--- config.mk ---
export PLATFORM = sky130hd
export DESIGN_NAME = controlador_tamagotchi
export DESIGN_NICKNAME = d
export VERILOG_FILES = /design/src/rtl/tamagotchi_pkg.sv /design/src/rtl/gerador_tick.sv /design/src/rtl/controlador_tamagotchi.sv
export SDC_FILE = /design/constraint.sdc
export NUM_CORES = 1
export LEC_CHECK = 0
export CORE_MARGIN = 2
export CORE_UTILIZATION = 52
export DETAILED_ROUTE_END_ITERATION = 8
export PLACE_DENSITY = 0.77
export SLEW_MARGIN = 25
export SYNTH_ARGS = -nofsm -noshare
export SYNTH_HDL_FRONTEND = slang
export SYNTH_SLANG_ARGS = --single-unit
--- constraint.sdc ---
create_clock -name clk -period 1.91 [get_ports clk]
set_input_delay 0.382 -clock clk [delete_from_list [all_inputs] [get_ports clk]]
set_output_delay 0.382 -clock clk [all_outputs]
set_load 0.02 [all_outputs]
--- src/rtl/tamagotchi_pkg.sv ---
// Shared pet-state encodings and defaults for the Tamagotchi controller and animation blocks.
package tamagotchi_pkg;

    typedef enum logic [2:0] {
        IDLE          = 3'd0,
        DORMINDO      = 3'd1,
        ACORDANDO     = 3'd2,
        COMENDO       = 3'd3,
        LIMPANDO_BOCA = 3'd4,
        DANDO_AULA    = 3'd5,
        VOLTANDO      = 3'd6,
        MORTO         = 3'd7
    } estado_t;

    localparam int PASSO_REC_DEF = 2;

endpackage

--- src/rtl/gerador_tick.sv ---
// Free-running game-tick divider: one-cycle strobe every TICK_DIV clk cycles after reset.
module gerador_tick #(
    parameter int TICK_DIV = 50_000_000
) (
    input  logic clk,
    input  logic rst,
    output logic tick
);

    localparam int CNT_W = $clog2(TICK_DIV);
    localparam logic [CNT_W-1:0] CNT_LAST = CNT_W'(TICK_DIV - 1);

    logic [CNT_W-1:0] cnt_q, cnt_d;
    logic             tick_q;
    logic             last;

    always_comb begin
        last  = (cnt_q == CNT_LAST);
        cnt_d = last ? '0 : cnt_q + 1'b1;
    end

    // Strobe is registered so it appears exactly TICK_DIV edges after reset release.
    always_ff @(posedge clk) begin
        if (rst) begin
            cnt_q  <= '0;
            tick_q <= 1'b0;
        end else begin
            cnt_q  <= cnt_d;
            tick_q <= last;
        end
    end

    assign tick = tick_q;

endmodule

--- src/rtl/controlador_tamagotchi.sv ---
// Main pet controller: state FSM, saturating need counters, timed animation exits and death.
// Optional CONTROLADOR_AUTO_DESPERTAR_EN: pet wakes by itself once sono drains to 0.
module controlador_tamagotchi
    import tamagotchi_pkg::*;
#(
    parameter int STAT_W     = 8,
    parameter int TICK_DIV   = 50_000_000,
    parameter int ANIM_TICKS = 4,
    parameter int PASSO_REC  = PASSO_REC_DEF
) (
    input  logic              clk,
    input  logic              rst,
    input  logic              b1,
    input  logic              b2,
    output logic [2:0]        estado,
    output logic [STAT_W-1:0] fome,
    output logic [STAT_W-1:0] felicidade,
    output logic [STAT_W-1:0] sono,
    output logic              tick,
    output logic              morto
);

    localparam logic [STAT_W-1:0] STAT_MAX = '1;
    localparam logic [STAT_W-1:0] STEP     = STAT_W'(PASSO_REC);
    localparam logic [STAT_W-1:0] ONE      = STAT_W'(1);
    localparam int                ANIM_W   = $clog2(ANIM_TICKS + 1);
    localparam logic [ANIM_W-1:0] ANIM_LAST = ANIM_W'(ANIM_TICKS - 1);

    estado_t           state_q, state_d;
    logic [STAT_W-1:0] fome_q, fome_d;
    logic [STAT_W-1:0] sono_q, sono_d;
    logic [STAT_W-1:0] feli_q, feli_d;
    logic [ANIM_W-1:0] anim_q, anim_d;
    logic              is_anim;
    logic              anim_done;
    logic              dying;

    function automatic logic [STAT_W-1:0] sat_inc(input logic [STAT_W-1:0] v,
                                                  input logic [STAT_W-1:0] s);
        logic [STAT_W:0] sum;
        sum = {1'b0, v} + {1'b0, s};
        return sum[STAT_W] ? STAT_MAX : sum[STAT_W-1:0];
    endfunction

    function automatic logic [STAT_W-1:0] sat_dec(input logic [STAT_W-1:0] v,
                                                  input logic [STAT_W-1:0] s);
        return (v < s) ? '0 : v - s;
    endfunction

    gerador_tick #(.TICK_DIV(TICK_DIV)) u_gerador_tick (
        .clk  (clk),
        .rst  (rst),
        .tick (tick)
    );

    always_comb begin
        state_d   = state_q;
        fome_d    = fome_q;
        sono_d    = sono_q;
        feli_d    = feli_q;
        anim_d    = anim_q;
        is_anim   = (state_q == ACORDANDO) || (state_q == LIMPANDO_BOCA) || (state_q == VOLTANDO);
        anim_done = tick && (anim_q == ANIM_LAST);
        dying     = (fome_q == STAT_MAX) || (sono_q == STAT_MAX) || (feli_q == '0);

        if (state_q != MORTO) begin
            // Death outranks every button and animation exit.
            if (dying) begin
                state_d = MORTO;
            end else begin
                case (state_q)
                    IDLE: begin
                        if (b1 && b2)  state_d = DANDO_AULA;
                        else if (b1)   state_d = COMENDO;
                        else if (b2)   state_d = DORMINDO;
                    end
                    DORMINDO: begin
`ifdef CONTROLADOR_AUTO_DESPERTAR_EN
                        if (b2 || (sono_q == '0)) state_d = ACORDANDO;
`else
                        if (b2) state_d = ACORDANDO;
`endif
                    end
                    COMENDO:    if (b1) state_d = LIMPANDO_BOCA;
                    DANDO_AULA: if (b1 && b2) state_d = VOLTANDO;
                    ACORDANDO, LIMPANDO_BOCA, VOLTANDO: if (anim_done) state_d = IDLE;
                    default: ;
                endcase
            end

            // Counters follow the state held during the tick, not the one being entered.
            if (tick) begin
                fome_d = (state_q == COMENDO)    ? sat_dec(fome_q, STEP) : sat_inc(fome_q, ONE);
                sono_d = (state_q == DORMINDO)   ? sat_dec(sono_q, STEP) : sat_inc(sono_q, ONE);
                feli_d = (state_q == DANDO_AULA) ? sat_inc(feli_q, STEP) : sat_dec(feli_q, ONE);
            end
        end

        if (state_d != state_q)   anim_d = '0;
        else if (tick && is_anim) anim_d = anim_q + 1'b1;
    end

    always_ff @(posedge clk) begin
        if (rst) begin
            state_q <= IDLE;
            fome_q  <= '0;
            sono_q  <= '0;
            feli_q  <= STAT_MAX;
            anim_q  <= '0;
        end else begin
            state_q <= state_d;
            fome_q  <= fome_d;
            sono_q  <= sono_d;
            feli_q  <= feli_d;
            anim_q  <= anim_d;
        end
    end

    assign estado     = state_q;
    assign fome       = fome_q;
    assign sono       = sono_q;
    assign felicidade = feli_q;
    assign morto      = (state_q == MORTO);

endmodule

==> flow_summary_export.csv <==
group,metric,value,unit
status,status,"complete, no violations",
sta,fin_tns_setup,0,ns
sta,fin_crit,1.888,ns
final_layout,fin_nets,539,
route,drt-initial-drc-count,250,
place,dpl_cell_area,4310,sq um
critical_path,crit_path_end_kind,"flop",
final_layout,stdcell_area,4607,sq um
sta,tightest_slew,0.5686,ns
sta,fmaxAchievable,529.6,MHz
synthesis,syn_nets,478,
critical_path,start_kind,"flop",
clock_tree,clock_sinks,57,
final_layout,layout.cells.non_filler,623,
clock_tree,cts_made_buffers,9,
place,place_hpwl,6.644,mm
floorplan,die_w,87.71,um
grt,antenna_found_initial,0,
grt,grt_max_degree,27,
floorplan,start_util,0.5363,
critical_path,critical_path_class,"flop to flop",
route,routed_wl,9.220,mm
clock_tree,clk-insertion-delay-late,0.34,ns
final_layout,diodes,0,
power,p_seq_frac,0.459,
synthesis,syn_inst,461,
sta,drv_slew,0,
place,gp_congestion,0.9522,
sta,setup_viol,0,
power,p_sw_frac,0.2538,
critical_path,worstPathArrival,2.12,ns
grt,use_met1,0.2920,
power,p_int,1.992,mW
synthesis,yosys_warnings,0,
sta,hold_viol,0,
floorplan,die_y,87.71,um
route,ant_nets,0,
power,irDropWorstVdd,516.4,uV
sta,fin_skew,0.006741,ns
power,power_leakage,1.826,nW
floorplan,core-area,6794,sq um
route,vias,3677,
clock_tree,cts_tree,"built",
run,drv_cap,0,
critical_path,worstPathMaxFanout,7,
final_layout,area_growth,26.44,%
synthesis,yosysUniqueCellTypes,71,
grt,use_met2,0.4325,
final_layout,drive_above_1_share,0.1917,
clock_tree,cts_root_buf,"clkbuf_8",
floorplan,dieArea,7692,sq um
sta,rsz0062_at_grt,"yes",
route,routedWlPerCell,14.80,um
synthesis,async_flop_share,0,
grt,first_global_vias,3486,
power,p_comb_frac,0.105,
min_path,hold_class,"flop to flop",
final_layout,fill_cells,552,
clock_tree,cts.path.max_buffers,2,
power,netSwitchingPower,0.6776,mW
sta,finalCritPeriodShare,0.9885,
critical_path,worstPathRequired,2.14,ns
floorplan,io_pins,33,
grt,grt.total_usage,0.2469,
place,place_inst,606,
power,clock_power_share,0.436,
synthesis,synth-edff-count,0,
power,power.density,579.6,nW/um^2
final_layout,final_util,0.6781,
synthesis,yosysSeqAreaShare,0.3132,
place,port_buffers,32,
sta,slew_headroom,0.6174,
route,drc,0,
grt,overflow,0,
route,drt_first_pass_iters,5,
clock_tree,htreeDepth,3,
route,vias_per_cell,5.902,
synthesis,ys_ff_latch,57,
synthesis,postSynthAreaPerCell,7.903,sq um
grt,grtUsageMet3,0.06315,
synthesis,syn_area,3643,sq um
clock_tree,clk_pin_slew,0.07,ns
floorplan,rows,30,
grt,grt-busiest-layer,"met2",
grt,grt_pass1_wl,15.26,mm
synthesis,ys.flop_type,"dfxtp_1",
## synthesized netlist by cell type, drive strengths merged, types with 3 or more instances
cell type	instances	area (sq um)
a21o	3	22.52
nand2b	5	31.28
nor4b	3	32.53
nand2	28	105.1
ha	13	162.7
and4	5	43.79
or4	3	26.27
nand3b	7	52.55
a22oi	4	30.03
nor4	8	56.30
inv	16	60.06
clkbuf	15	57.55
and3	6	37.54
dfxtp	57	1141
a31oi	6	37.54
nand4	15	93.84
xor2	21	183.9
nor3	24	120.1
buf	17	116.4
o211ai	3	22.52
a211oi	4	30.03
nor2b	3	18.77
o22ai	3	18.77
and2	5	33.78
xnor2	9	78.83
o21ai	26	130.1
nor2	49	186.4
nor3b	4	35.03
a41oi	3	26.28
or2	3	18.77
a21oi	35	175.2
nand3	20	100.1
## state kept, by name, summed over array words and instances (netlist names)
register              cells
felicidade                8
estado                    3
sono                      8
u_gerador_tick.cnt_q     26
fome                      8
anim_q                    3
u_gerador_tick.tick       1
## per-stage QoR
stage / hold WS [ns] / total power, mW / worst slack (ns)
2_1_floorplan: 0.4260 / 1.436 / 0.001070
3_3_place_gp: 0.4407 / 1.525 / 0.03413
3_5_place_dp: 0.4591 / 1.534 / -0.04464
4_1_cts: 0.4744 / 2.689 / 0.00007050
5_1_grt: 0.4996 / 2.777 / -0.03244
6_report: 0.4683 / 2.670 / 0.02191
## layout make-up
class | count | area [sq um] | area share
Timing Repair Buffer | 82 | 725.7 | 0.1575
Clock buffer | 12 | 155.1 | 0.03368
Inverter | 16 | 60.06 | 0.01304
Tap cell | 96 | 120.1 | 0.02607
Multi-Input combinational cell | 356 | 2341 | 0.5081
Clock inverter | 4 | 51.30 | 0.01114
Sequential cell | 57 | 1154 | 0.2504
## power by group through the flow
stage / combinational, mW / sequential (mW) / clock, mW
4_1_cts: 0.275 / 1.23 / 1.19
6_report: 0.280 / 1.23 / 1.16
5_1_grt: 0.307 / 1.23 / 1.24
3_3_place_gp: 0.274 / 1.25 / 0
3_5_place_dp: 0.280 / 1.25 / 0
2_1_floorplan: 0.180 / 1.26 / 0
## path summary, 6_finish.rpt
kind	slack [ns]	from	cells after the start	to
worst max-delay path	0.02	fome[1]$_SDFFE_PP0P_	5	fome[3]$_SDFFE_PP0P_
worst max register to register	0.02	fome[1]$_SDFFE_PP0P_	5	fome[3]$_SDFFE_PP0P_
worst min register to register	0.47	u_gerador_tick.cnt_q[0]$_SDFF_PP0_	1	u_gerador_tick.cnt_q[0]$_SDFF_PP0_
worst min-delay path	0.47	u_gerador_tick.cnt_q[0]$_SDFF_PP0_	1	u_gerador_tick.cnt_q[0]$_SDFF_PP0_
## cell usage in the layout (no fill, tap or decap), types with 20 or more instances in the layout
master           instances
nor2_1                  48
o21ai_0                 24
clkdlybuf4s50_1         24
nor3_1                  22
buf_4                   48
xor2_1                  21
a21oi_1                 35
nand2_1                 28
nand3_1                 20
dfxtp_1                 49
## critical path: stages, from the launching register on
cell      delay, ns
dfxtp_4        0.37
or4_4          0.58
o41ai_4        0.39
nor2_2         0.11
a221oi_2       0.27
nor2_1         0.06
## routing by layer
layer | wire, um | up-vias | share of wire
li1 | - | 1824 | -
met1 | 3931 | 1709 | 0.43
met2 | 4577 | 124 | 0.50
met3 | 539 | 20 | 0.058
met4 | 172 | 0 | 0.019
met5 | 0 | - | 0
## cell families (layout without fill, tap and decap cells)
logic type,after synthesis,after routing,synth area share
and+or+nand+nor,195,195,0.2878
AOI/OAI and AO/OA,115,115,0.2095
DFF,57,57,0.3132
buffers and inverters,48,114,0.06422
xor gates and xnor gates,30,30,0.07212
adders and majority gates,13,13,0.04464
muxes,3,3,0.008585
## timing repair
item | CTS | global route
gates resized for setup | 10 | 18
pin swaps | 0 | 4
gates cloned | 0 | 0
hold buffers | 0 | 0
setup buffers | 1 | 0
endpoints found under the setup margin | 8 | 40
(Power assumes the default switching activity.)
